==> config.mk <==
export PLATFORM = sky130hd
export DESIGN_NAME = dcache_ctrl_flat
export DESIGN_NICKNAME = d
export VERILOG_FILES = /design/src/rtl/dcache_ctrl_if.sv /design/src/rtl/dcache_ctrl.sv /design/src/flat_wrapper.sv
export SDC_FILE = /design/constraint.sdc
export NUM_CORES = 1
export LEC_CHECK = 0
export CAP_MARGIN = 30
export CORE_MARGIN = 5
export CORE_UTILIZATION = 35
export DETAILED_ROUTE_END_ITERATION = 8
export SYNTH_ARGS = -nofsm -noshare
export SYNTH_HDL_FRONTEND = slang
export SYNTH_SLANG_ARGS = --single-unit
==> constraint.sdc <==
create_clock -name clk -period 6.6 [get_ports clk]
set_input_delay 1.32 -clock clk [delete_from_list [all_inputs] [get_ports clk]]
set_output_delay 1.32 -clock clk [all_outputs]
set_load 0.05 [all_outputs]
==> src/rtl/dcache_ctrl_if.sv <==
// CPU-side and memory-side signal bundle for the direct-mapped data cache controller.
// The cache is the slave; the pipeline/memory environment is the master.
interface dcache_ctrl_if;
  logic        cpu_rd;
  logic        cpu_wr;
  logic [31:0] cpu_addr;
  logic [31:0] cpu_wdata;
  logic [31:0] cpu_rdata;
  logic        hit;
  logic        mem_req;
  logic        mem_we;
  logic [31:0] mem_addr;
  logic [31:0] mem_wdata;
  logic [31:0] mem_rdata;
  logic        mem_ack;

  modport slave (
    input  cpu_rd, cpu_wr, cpu_addr, cpu_wdata, mem_rdata, mem_ack,
    output cpu_rdata, hit, mem_req, mem_we, mem_addr, mem_wdata
  );

  modport master (
    output cpu_rd, cpu_wr, cpu_addr, cpu_wdata, mem_rdata, mem_ack,
    input  cpu_rdata, hit, mem_req, mem_we, mem_addr, mem_wdata
  );
endinterface

==> src/rtl/dcache_ctrl.sv <==
// Direct-mapped, write-through, no-write-allocate data cache controller with
// one-word lines and a single outstanding memory transaction.
//
// state   | meaning
// --------+-----------------------------------------------------------
// IDLE    | lookup; read hit answers same cycle, otherwise start miss/store
// RD_MISS | memory read outstanding, line filled on mem_ack
// WR_MEM  | memory write outstanding, line updated on mem_ack if resident
// DONE    | one-cycle result slot, returns fill register to the pipeline
module dcache_ctrl #(
  parameter int INDEX_BITS = 4
) (
  input logic         clk,
  input logic         rst,
  dcache_ctrl_if.slave bus
);

  localparam int LINES = 1 << INDEX_BITS;
  localparam int TAG_W = 30 - INDEX_BITS;

  typedef enum logic [1:0] {IDLE, RD_MISS, WR_MEM, DONE} state_t;

  state_t                 state_q, state_d;
  logic [LINES-1:0]       valid_q;
  logic [TAG_W-1:0]       tag_q  [LINES];
  logic [31:0]            data_q [LINES];
  logic [31:0]            fill_q;

  logic [INDEX_BITS-1:0]  idx;
  logic [TAG_W-1:0]       tag;
  logic                   lookup_hit;
  logic                   fill_en;
  logic                   store_done;
  logic                   store_upd;
  logic                   unused_addr_lsbs;

  logic                   hit_c;
  logic [31:0]            rdata_c;
  logic                   mem_req_c;
  logic                   mem_we_c;
  logic [31:0]            mem_addr_c;
  logic [31:0]            mem_wdata_c;

  assign idx              = bus.cpu_addr[1+INDEX_BITS:2];
  assign tag              = bus.cpu_addr[31:2+INDEX_BITS];
  assign lookup_hit       = valid_q[idx] && (tag_q[idx] == tag);
  assign fill_en          = (state_q == RD_MISS) && bus.mem_ack;
  assign store_done       = (state_q == WR_MEM) && bus.mem_ack;
  assign store_upd        = store_done && lookup_hit;
  assign unused_addr_lsbs = ^bus.cpu_addr[1:0];

  always_ff @(posedge clk or posedge rst) begin
    if (rst) begin
      state_q <= IDLE;
      valid_q <= '0;
      fill_q  <= '0;
    end else begin
      state_q <= state_d;
      if (fill_en) begin
        valid_q[idx] <= 1'b1;
        fill_q       <= bus.mem_rdata;
      end else if (store_done) begin
        fill_q <= '0;
      end
    end
  end

  // Tag/data contents need no reset; the valid bits gate every use.
  always_ff @(posedge clk) begin
    if (fill_en) begin
      tag_q[idx]  <= tag;
      data_q[idx] <= bus.mem_rdata;
    end else if (store_upd) begin
      data_q[idx] <= bus.cpu_wdata;
    end
  end

  always_comb begin
    state_d     = state_q;
    hit_c       = 1'b0;
    rdata_c     = '0;
    mem_req_c   = 1'b0;
    mem_we_c    = 1'b0;
    mem_addr_c  = '0;
    mem_wdata_c = '0;
    case (state_q)
      IDLE: begin
        if (bus.cpu_wr) begin
          state_d = WR_MEM;
        end else if (bus.cpu_rd) begin
          if (lookup_hit) begin
            hit_c   = 1'b1;
            rdata_c = data_q[idx];
          end else begin
            state_d = RD_MISS;
          end
        end else begin
          hit_c = 1'b1;
        end
      end
      RD_MISS: begin
        mem_req_c  = 1'b1;
        mem_addr_c = {bus.cpu_addr[31:2], 2'b00};
        if (bus.mem_ack) state_d = DONE;
      end
      WR_MEM: begin
        mem_req_c   = 1'b1;
        mem_we_c    = 1'b1;
        mem_addr_c  = {bus.cpu_addr[31:2], 2'b00};
        mem_wdata_c = bus.cpu_wdata;
        if (bus.mem_ack) state_d = DONE;
      end
      DONE: begin
        hit_c   = 1'b1;
        rdata_c = fill_q;
        state_d = IDLE;
      end
      default: state_d = IDLE;
    endcase
    // The state register is already IDLE under reset; only the CPU view needs masking.
    if (rst) begin
      hit_c   = 1'b0;
      rdata_c = '0;
    end
  end

  assign bus.hit       = hit_c;
  assign bus.cpu_rdata = rdata_c;
  assign bus.mem_req   = mem_req_c;
  assign bus.mem_we    = mem_we_c;
  assign bus.mem_addr  = mem_addr_c;
  assign bus.mem_wdata = mem_wdata_c;

endmodule

==> src/flat_wrapper.sv <==
// flat-port wrapper written by rule: the top's interface ports become plain ports
module dcache_ctrl_flat 
#(
  parameter int INDEX_BITS = 4
)
  (clk, rst, bus_cpu_rd, bus_cpu_wr, bus_cpu_addr, bus_cpu_wdata, bus_mem_rdata, bus_mem_ack, bus_cpu_rdata, bus_hit, bus_mem_req, bus_mem_we, bus_mem_addr, bus_mem_wdata);
  dcache_ctrl_if bus_i ();
  input logic clk;
  input logic rst;
  input wire logic [$bits(bus_i.cpu_rd)-1:0] bus_cpu_rd;
  input wire logic [$bits(bus_i.cpu_wr)-1:0] bus_cpu_wr;
  input wire logic [$bits(bus_i.cpu_addr)-1:0] bus_cpu_addr;
  input wire logic [$bits(bus_i.cpu_wdata)-1:0] bus_cpu_wdata;
  input wire logic [$bits(bus_i.mem_rdata)-1:0] bus_mem_rdata;
  input wire logic [$bits(bus_i.mem_ack)-1:0] bus_mem_ack;
  output wire logic [$bits(bus_i.cpu_rdata)-1:0] bus_cpu_rdata;
  output wire logic [$bits(bus_i.hit)-1:0] bus_hit;
  output wire logic [$bits(bus_i.mem_req)-1:0] bus_mem_req;
  output wire logic [$bits(bus_i.mem_we)-1:0] bus_mem_we;
  output wire logic [$bits(bus_i.mem_addr)-1:0] bus_mem_addr;
  output wire logic [$bits(bus_i.mem_wdata)-1:0] bus_mem_wdata;
  assign bus_i.cpu_rd = bus_cpu_rd;
  assign bus_i.cpu_wr = bus_cpu_wr;
  assign bus_i.cpu_addr = bus_cpu_addr;
  assign bus_i.cpu_wdata = bus_cpu_wdata;
  assign bus_i.mem_rdata = bus_mem_rdata;
  assign bus_i.mem_ack = bus_mem_ack;
  assign bus_cpu_rdata = bus_i.cpu_rdata;
  assign bus_hit = bus_i.hit;
  assign bus_mem_req = bus_i.mem_req;
  assign bus_mem_we = bus_i.mem_we;
  assign bus_mem_addr = bus_i.mem_addr;
  assign bus_mem_wdata = bus_i.mem_wdata;
  dcache_ctrl #(.INDEX_BITS(INDEX_BITS)) u_core (.clk(clk), .rst(rst), .bus(bus_i));
endmodule
Word-level counts from Yosys, hierarchy flattened --
Memory sizes are Yosys's and may differ from the RTL's. Index checks and enable logic that the tools add are counted.
Storage, ports and cells: memory bits (read-only) 0, latch bits 0, flip-flop bits (word level) 50, bits of input ports 101, word-level logic and storage cells 56, bits in writable memories 928, output and inout bits 99, memories 2
Operators by class: multipliers 0, eq/ne operators 7, $lt $le $gt $ge 2, shift operators 0, multiplexer cells 31, bitwise logic cells 2, divide/modulo/power cells 0, reductions and logical operators 9, add/subtract/negate cells 0
Memories:
- u_core.data_q | depth 16, bits a word 32, read ports 1, clocked after Yosys merged registers in 0, wr ports 1, RTL line dcache_ctrl.sv:26 | logic [31:0] data_q [LINES];
- u_core.tag_q | depth 16, bits a word 26, read ports 1, clocked after Yosys merged registers in 0, wr ports 1, RTL line dcache_ctrl.sv:25 | logic [TAG_W-1:0] tag_q [LINES];
Operator list (number):
- $mux W32 | 9
- $pmux W32 S2 | 1
- $eq A26 B26 Y1 | 1
- $or A16 B16 Y16 | 1
- $mux W1 | 13
- $mux W2 | 4
- $ne A3 B3 Y1 const B | 2
- $pmux W2 S3 | 1
- $logic_and A1 B1 Y1 | 5
- $lt A4 B5 Y1 const B | 1
- $bmux W1 S4 | 1
- $demux W1 S4 | 1
- $eq A2 B2 Y1 const B | 2
- $ge A4 B1 Y1 const B | 1
- $reduce_and A3 Y1 | 1
- $eq A2 B1 Y1 const B | 1
- $logic_not A2 Y1 | 1
- $ne A2 B1 Y1 const B | 1
- $pmux W1 S2 | 1
- $reduce_bool A2 Y1 | 1
- $reduce_or A2 Y1 | 1
- $or A1 B1 Y1 | 1

Longest topological paths before layout --
Gate-level depths: netlist (run 1).
depth in word-level cells 8, mapped depth 15, mapped depth without buffers 8

Worst setup path after synthesis (run 1) --
OpenSTA, ideal clock, no wires.
path kind input to register, start point input port bus_cpu_addr[4], end point memory u_core.data_q[4][0] (enable), arrival 6.465 ns, stages on the path 12, buffers on the path 4, data required time 6.130 ns, path slack -0.335 ns, library setup time 0.470 ns, cell sequence buf_2 > buf_2 > buf_2 > mux4_2 > mux2i_1 > o32ai_1 > nor4bb_1 > a31oi_1 > or4b_1 > or4b_1 > buf_6 > a211oi_1
Between the ends: word-level cells in the longest chain between the ends 8, elaborated cells on any way between the ends 10, classes of those cells eq/ne (1); mux (5); bitwise (1); reduce/logical (2); memory (1)
RTL lines:
- from (decl) | RTL line flat_wrapper.sv:12 | input wire logic [$bits(bus_i.cpu_addr)-1:0] bus_cpu_addr;
- $mem_v2 Z16 W26 or $bmux W1 S4 (tied branches)
- $eq A26 B26 Y1 or $mux W1 (tied branches) | RTL line dcache_ctrl.sv:46 | assign lookup_hit = valid_q[idx] && (tag_q[idx] == tag);
- $logic_and A1 B1 Y1 | RTL line dcache_ctrl.sv:46
- $logic_and A1 B1 Y1 | RTL line dcache_ctrl.sv:49 | assign store_upd = store_done && lookup_hit;
- $mux W1 | RTL line dcache_ctrl.sv:73 | end else if (store_upd) begin
- $mux W1 | RTL line dcache_ctrl.sv:70 | if (fill_en) begin
- $mux W1 (not written as such) | RTL line dcache_ctrl.sv:74 | data_q[idx] <= bus.cpu_wdata;
- $or A1 B1 Y1 (no line)
- to (decl) | RTL line dcache_ctrl.sv:26
Several ways; a longest one is shown, not always the timed one. The select of a mux whose other input is x is not followed.

Final worst setup path (run 1) --
start point input port bus_cpu_addr[3], end point output port bus_cpu_rdata[23]
Between the ends: word-level cells in the longest chain between the ends 8, elaborated cells on any way between the ends 11, classes of those cells eq/ne (1); mux (7); reduce/logical (1); memory (2)
RTL lines:
- $mem_v2 Z16 W26 or $bmux W1 S4 (tied branches)
- $eq A26 B26 Y1 or $mux W1 (tied branches) | RTL line dcache_ctrl.sv:46
- $logic_and A1 B1 Y1 | RTL line dcache_ctrl.sv:46
- $mux W32 * | RTL line dcache_ctrl.sv:91 | if (lookup_hit) begin
- $mux W32 * | RTL line dcache_ctrl.sv:90 | end else if (bus.cpu_rd) begin
- $mux W32 * | RTL line dcache_ctrl.sv:88 | if (bus.cpu_wr) begin
- $pmux W32 S2 * | RTL line dcache_ctrl.sv:86 | case (state_q)
- $mux W32 * | RTL line dcache_ctrl.sv:121 | if (rst) begin
- to (decl) | RTL line flat_wrapper.sv:16 | output wire logic [$bits(bus_i.cpu_rdata)-1:0] bus_cpu_rdata;
Mark *: on every way between the ends. The rest lies on a longest branch, timed or not. The select of a mux whose other input is x is not followed.

==> flow_summary.toml, run 1 <==
[sta]
finalSetupViolCount = 0
fmax_mhz = 159.1
tightest_slew_ns = 1.027
drv_slew = 0
finalHoldViolCount = 0
rsz0062_at_grt = "false"
relSlewSlack_pct = 31.54
fin_skew_ns = 0.02773
finalCritPeriodShare_pct = 95.21
min_period_ns = 6.284
hold_slack_ns = 0.4586

[critical_path]
worstSetupPathType = "primary input to primary output"
worst-path-buf-inv = 7
arrival_ns = 4.96
startpoint_type = "primary input"
path_cells = "clkbuf_8, buf_4, nand2b_1, buf_4, o22ai_1, o31a_1, o32a_1, a211o_1, a21oi_1, buf_4, nand4_1, buf_12, o21ai_0, buf_4, buf_12"
crit_path_end_kind = "primary output"
crit_top_cell = "buf_4"
r2r_slack_ns = 2.04
cpPeakStageDelay_ns = 0.37
critPathMaxFanout = 34
r2r-start = "u_core.tag_q[15][23]"
reg2reg_depth = 10
crit_required_ns = 5.28
reg2reg_to = "u_core.data_q[15][7]"
cp_slowest_cell = "buf_4"
crit_family = "buffers and inverters"

[global_routing]
grt_pass1_wl_mm = 149.3
grt-ovfl-total = 0
grt_max_degree = 106
grt_pass1_vias = 21640
grt_usage_pct = 16.73
antenna_found_initial = 4

[cells_and_area]
drive_gt1_share_pct = 28.18
final_area_um2 = 48090
nets = 2389
areaGrowthSynthToFinish_pct = 21.62
diodes = 0

[clock_tree]
path_clk_slew_ns = 0.06
cts_buffer_depth = 3
postCtsHoldBufs = 0
cts_root_buf = "clkbuf_16"
clkLatencyLatePin_ns = 0.67
cts_setup_buffers = 0
htree_levels = 3
cts_tree = "yes"
cts_buffers = 99
cts_sinks = 978
cts_resized = 0

[synth]
synth_enable_flop_cells = 928
synth_area_um2 = 39550
synthFlopType = "edfxtp_1"
async_flop_share_pct = 5.112
yosysTopAreaCell = "edfxtp_1"
netlist_top_cells_area = "edfxtp_1 70%, mux4_2 13%, dfrtp_1 3.2%"
yosysSeqAreaShare_pct = 73.63
ys_seq_elements = 978
yosys_warnings = 0
avgSynthCellArea_um2 = 20.04
synth_cells = 1973
synth_top_area_share_pct = 70.47
synthTopCellsByCount = "928 x edfxtp_1, 220 x mux4_2, 74 x mux2_2"
synth.most_common_cell = "edfxtp_1"
ys_types = 65

[place]
gp_congestion = 0.7925
dpl_cell_area_um2 = 44770
io_buffers = 195
dp_hpwl_mm = 60.82

[routing]
via_count = 20840
drc = 0
postRouteAntennaNets = 0
routed_wl_mm = 102.0
initialDrtViolationCount = 2472
viasPerCell = 5.388
wl_per_cell_um = 26.37
dr.pass1.iters = 5

[power]
p_sw_share_pct = 26.44
vdd_drop_max_mv = 0.2497
pwr-share-comb_pct = 16.8
clkPwrFrac_pct = 37.0
power.internal_mw = 11.27
switching_power_mw = 4.049
power.density_nw_per_um2 = 318.5
p_seq_share_pct = 46.2
p_leak_nw = 15.48

[hold_path]
hold_path.class = "flip-flop to flip-flop"
hold_depth = 1
hold_end = "u_core.valid_q[6]"
hold_path.startpoint = "u_core.valid_q[6]"

[die]
io_pins = 200
dieWidth_um = 346.1
core_um2 = 112300
placementRows = 123
die_y_um = 346.1
die_area_um2 = 119800
initial_utilization_pct = 35.20

[status]
status = "completed"

[flow_run]
maxCapViolations = 0
[worst max path at each step]
stage	depth (start not counted)	end	slack, ns	startpoint
final	15	bus_cpu_rdata[23]	0.32	bus_cpu_addr[3]
after global routing	15	bus_cpu_rdata[23]	0.12	bus_cpu_addr[3]
after CTS	15	bus_cpu_rdata[23]	0.27	bus_cpu_addr[3]
after detailed placement	15	bus_cpu_rdata[23]	0.31	bus_cpu_addr[3]
after global placement	15	bus_cpu_rdata[23]	0.34	bus_cpu_addr[3]
after floorplan	12	u_core.data_q[4][0]	-0.34	bus_cpu_addr[4]
[per-layer routing]
| layer | track usage, % | share of wire (%) |
|---|---|---|
| met5 | 0 | 0.026 |
| met2 | 26.92 | 48 |
| met4 | 4.602 | 2.6 |
| met3 | 3.648 | 7.6 |
| met1 | 23.20 | 42 |
[logic make-up after synthesis]
kind of cell,count (synthesis),share of synthesized area [%]
compound gates,198,3.651
xor+xnor,25,0.5537
fa+ha+maj,4,0.1266
buf+inv,134,1.702
flops,978,73.63
mux,363,16.71
other cells,1,0.009482
simple gates,270,3.616
[registers in the layout (all words and copies together) (netlist names)]
| register | count |
|---|---|
| u_core.fill_q | 32 |
| u_core.valid_q | 16 |
| u_core.tag_q | 416 |
| u_core.data_q | 512 |
| u_core.state_q | 2 |
[area by class of cell]
cell class,instances,area (µm²)
Timing Repair Buffer,327,3687
Tap cell,1500,1877
Multi-Input combinational cell,862,10060
Clock inverter,52,591.8
Clock buffer,132,2704
Sequential cell,978,29120
Fill cell,9802,64250
Inverter,16,61.31
[cell usage in the layout (no fill, tap or decap), types with 7 or more instances in the layout]
cell type        count
edfxtp_1           928
mux4_2             220
clkdlybuf4s50_1    157
buf_4              105
clkbuf_16          101
mux2_2              74
and2_1              64
nand2_1             61
mux2i_1             61
buf_12              55
o21ai_0             50
dfrtp_1             50
nand3_1             38
a22o_1              32
o22ai_1             27
clkbuf_1            25
or2_2               19
clkinv_2            18
clkinv_1            17
nor2_4              17
nor2_1              16
xnor2_1             15
a21oi_1             15
inv_1               13
a211oi_4            12
bufinv_16           12
nor2b_1             11
nand2b_1            10
xor2_1              10
a211oi_1             9
a22oi_1              8
mux4_1               8
nor3_1               7
clkbuf_8             7
buf_16               7
[power by group through the flow]
| stage | Combinational (mW) | Clock, mW | Sequential [mW] |
|---|---|---|---|
| after floorplan | 1.55 | 0 | 7.18 |
| after global placement | 2.53 | 0 | 7.19 |
| after detailed placement | 2.59 | 0 | 7.20 |
| after CTS | 2.59 | 5.76 | 7.08 |
| after global routing | 2.71 | 6.02 | 7.09 |
| final | 2.58 | 5.66 | 7.08 |
[through the flow]
step           std cells  util (%)  worst slack (ns)  setup TNS, ns  power (mW)
5_1_grt             3867     42.81            0.1156              0       15.82
3_5_place_dp        3682     39.85            0.3098              0       9.790
6_report            3867     42.81            0.3164              0       15.32
4_1_cts             3866     42.79            0.2684              0       15.43
2_1_floorplan       1974         -           -0.3353         -21.46       8.726
3_3_place_gp        3676     39.70            0.3433              0       9.722
(Power assumes the default switching activity.)
==> run 2: changes to the inputs <==
--- a/config.mk
+++ b/config.mk
@@ -9,6 +9,7 @@
 export CORE_MARGIN = 5
 export CORE_UTILIZATION = 35
 export DETAILED_ROUTE_END_ITERATION = 8
+export SKIP_LAST_GASP = 1
 export SYNTH_ARGS = -nofsm -noshare
 export SYNTH_HDL_FRONTEND = slang
 export SYNTH_SLANG_ARGS = --single-unit
==> constraint.sdc (replaced) <==
create_clock -name clk -period 8.05 [get_ports clk]
set_input_delay 1.61 -clock clk [delete_from_list [all_inputs] [get_ports clk]]
set_output_delay 1.61 -clock clk [all_outputs]
set_load 0.05 [all_outputs]
==> run 2 against run 1 <==
Compared with the run above:
- combinational power decreased by 19%
- sequential power fell by 18%
- power shrank 18%
- critical path depth decreased by 3
- critical endpoint is now bus_cpu_rdata[17]
- worst hold slack improved by 0.012 ns
- global-route usage is 0.17 points lower
- clock skew shrank 0.0021 ns
- flip-flop and latch count is the same
==> flow_summary.toml, run 2 (same netlist as run 1, synthesis figures left out) <==
[global_routing]
antenna_found_initial = 5
grt_usage_pct = 16.56
grt_max_degree = 57
grt_pass1_wl_mm = 147.8
grt-ovfl-total = 0
grt_pass1_vias = 21420

[critical_path]
critPathMaxFanout = 45
worstSetupPathType = "primary input to primary output"
cpPeakStageDelay_ns = 0.61
crit_required_ns = 6.44
cp_slowest_cell = "nor3_1"
arrival_ns = 5.78
reg2reg_to = "u_core.data_q[0][11]"
path_cells = "buf_8, buf_12, buf_12, mux4_2, o2bb2ai_1, nor4_2, a21oi_1, nor3_1, nand4_1, buf_4, o21ai_0, buf_12"
startpoint_type = "primary input"
crit_start = "bus_cpu_addr[2]"
crit_top_cell = "buf_12"
r2r_slack_ns = 3.25
r2r-start = "u_core.tag_q[1][25]"
reg2reg_depth = 10
crit_path_end_kind = "primary output"

[cells_and_area]
biggestRegsByFlops = "u_core.data_q: 512 flops, u_core.tag_q: 416 flops, u_core.fill_q: 32 flops"
nets = 2340
regMostFlops = "u_core.data_q"
mostFrequentLayoutCell = "edfxtp_1"
stdcell_count = 3819
n_fill_cell = 9721
largest_reg_flops = 512
areaGrowthSynthToFinish_pct = 20.36
regArea_um2 = 29120
multiInputGateArea_um2 = 10060
drive_gt1_share_pct = 26.65
most-common-layout-cells = "928 x edfxtp_1, 220 x mux4_2, 157 x clkdlybuf4s50_1"

[power]
vdd_drop_max_mv = 0.1851
p_leak_nw = 15.17
pwr-share-comb_pct = 16.7
clkPwrFrac_pct = 36.9
power.internal_mw = 9.192
switching_power_mw = 3.305
power.density_nw_per_um2 = 262.5
p_seq_share_pct = 46.4
p_sw_share_pct = 26.44

[hold_path]
hold_depth = 1
hold_path.startpoint = "u_core.valid_q[4]"
hold_path.class = "flip-flop to flip-flop"
hold_end = "u_core.valid_q[4]"

[routing]
wl_per_cell_um = 26.48
routed_wl_mm = 101.1
initialDrtViolationCount = 2090
dr.pass1.iters = 6
postRouteAntennaNets = 0
drc = 0
via_count = 20500
viasPerCell = 5.368

[die]
placementRows = 123
io_pins = 200
die_area_um2 = 119800
dieWidth_um = 346.1
initial_utilization_pct = 35.20
die_y_um = 346.1
core_um2 = 112300

[place]
place_inst = 3631
io_buffers = 195
dp_hpwl_mm = 59.66
gp_congestion = 0.8070

[clock_tree]
clkLatencyLatePin_ns = 0.66
cts_buffer_depth = 3
cts_root_buf = "clkbuf_16"
cts_setup_buffers = 0
cts_tree = "yes"
cts_resized = 0
postCtsHoldBufs = 0
cts_sinks = 978
htree_levels = 3
cts_buffers = 100
path_clk_slew_ns = 0.06

[sta]
drv_slew = 0
fin_skew_ns = 0.02559
tightest_slew_ns = 0.9874
relSlewSlack_pct = 34.18
rsz0062_at_grt = "false"
min_period_ns = 7.388
setup_tns_ns = 0
finalCritPeriodShare_pct = 91.78
finalSetupViolCount = 0
fmax_mhz = 135.3
finalHoldViolCount = 0

[status]
status = "completed"

[flow_run]
maxCapViolations = 0
[run 2: metal layers]
layer  wire length [µm]  vias to the layer above  share of wire (%)  GRT usage, %
met5                 18                        -              0.018             0
met4               1844                        4                1.8         3.834
met3               8093                      134                8.0         4.039
met2              49100                      817                 49         27.04
met1              42050                    10870                 42         22.66
li1                   -                     8675                  -             -
[run 2: layout make-up]
class                   instances  share of cell area (%)
repair buffers                277                   6.750
well taps                    1500                   3.943
clock buffers                 127                   5.512
diodes                          4                 0.02103
flip-flops and latches        978                   61.17
clock inverters                55                   1.346
inverters                      16                  0.1288
multi-input cells             862                   21.13
[run 2: worst max-delay path: cells and delay by family]
family	cells	cell delay, ns
muxes	1	0.60
and+or+nand+nor	3	1.20
AOI/OAI and AO/OA	3	0.73
buffers and inverters	5	1.54
[run 2: per-stage QoR]
step | utilization, % | area [µm²] | hold WS, ns | total power [mW] | setup slack (ns)
after global routing | 42.36 | 47590 | 0.4902 | 12.93 | 0.4893
after floorplan | - | 39550 | 0.4308 | 7.154 | 0.8247
final | 42.37 | 47600 | 0.4704 | 12.50 | 0.6615
after detailed placement | 39.41 | 44270 | 0.4545 | 7.999 | 0.7512
after global placement | 39.15 | 43980 | 0.4436 | 7.944 | 0.8234
after CTS | 42.31 | 47530 | 0.4689 | 12.60 | 0.7024
[run 2: worst max path at each step]
stage / endpoint / slack, ns
floorplan: u_core.data_q[4][0] / 0.82
global placement: bus_cpu_rdata[25] / 0.82
detailed placement: bus_cpu_rdata[25] / 0.75
CTS: bus_cpu_rdata[25] / 0.70
global route: bus_hit / 0.49
finish: bus_cpu_rdata[17] / 0.66
[run 2: power groups by stage]
| stage | Sequential (mW) | Clock [mW] | Combinational (mW) |
|---|---|---|---|
| final | 5.80 | 4.61 | 2.08 |
| after CTS | 5.80 | 4.70 | 2.10 |
| after global routing | 5.81 | 4.92 | 2.19 |
| after floorplan | 5.88 | 0 | 1.27 |
| after global placement | 5.90 | 0 | 2.05 |
| after detailed placement | 5.91 | 0 | 2.09 |
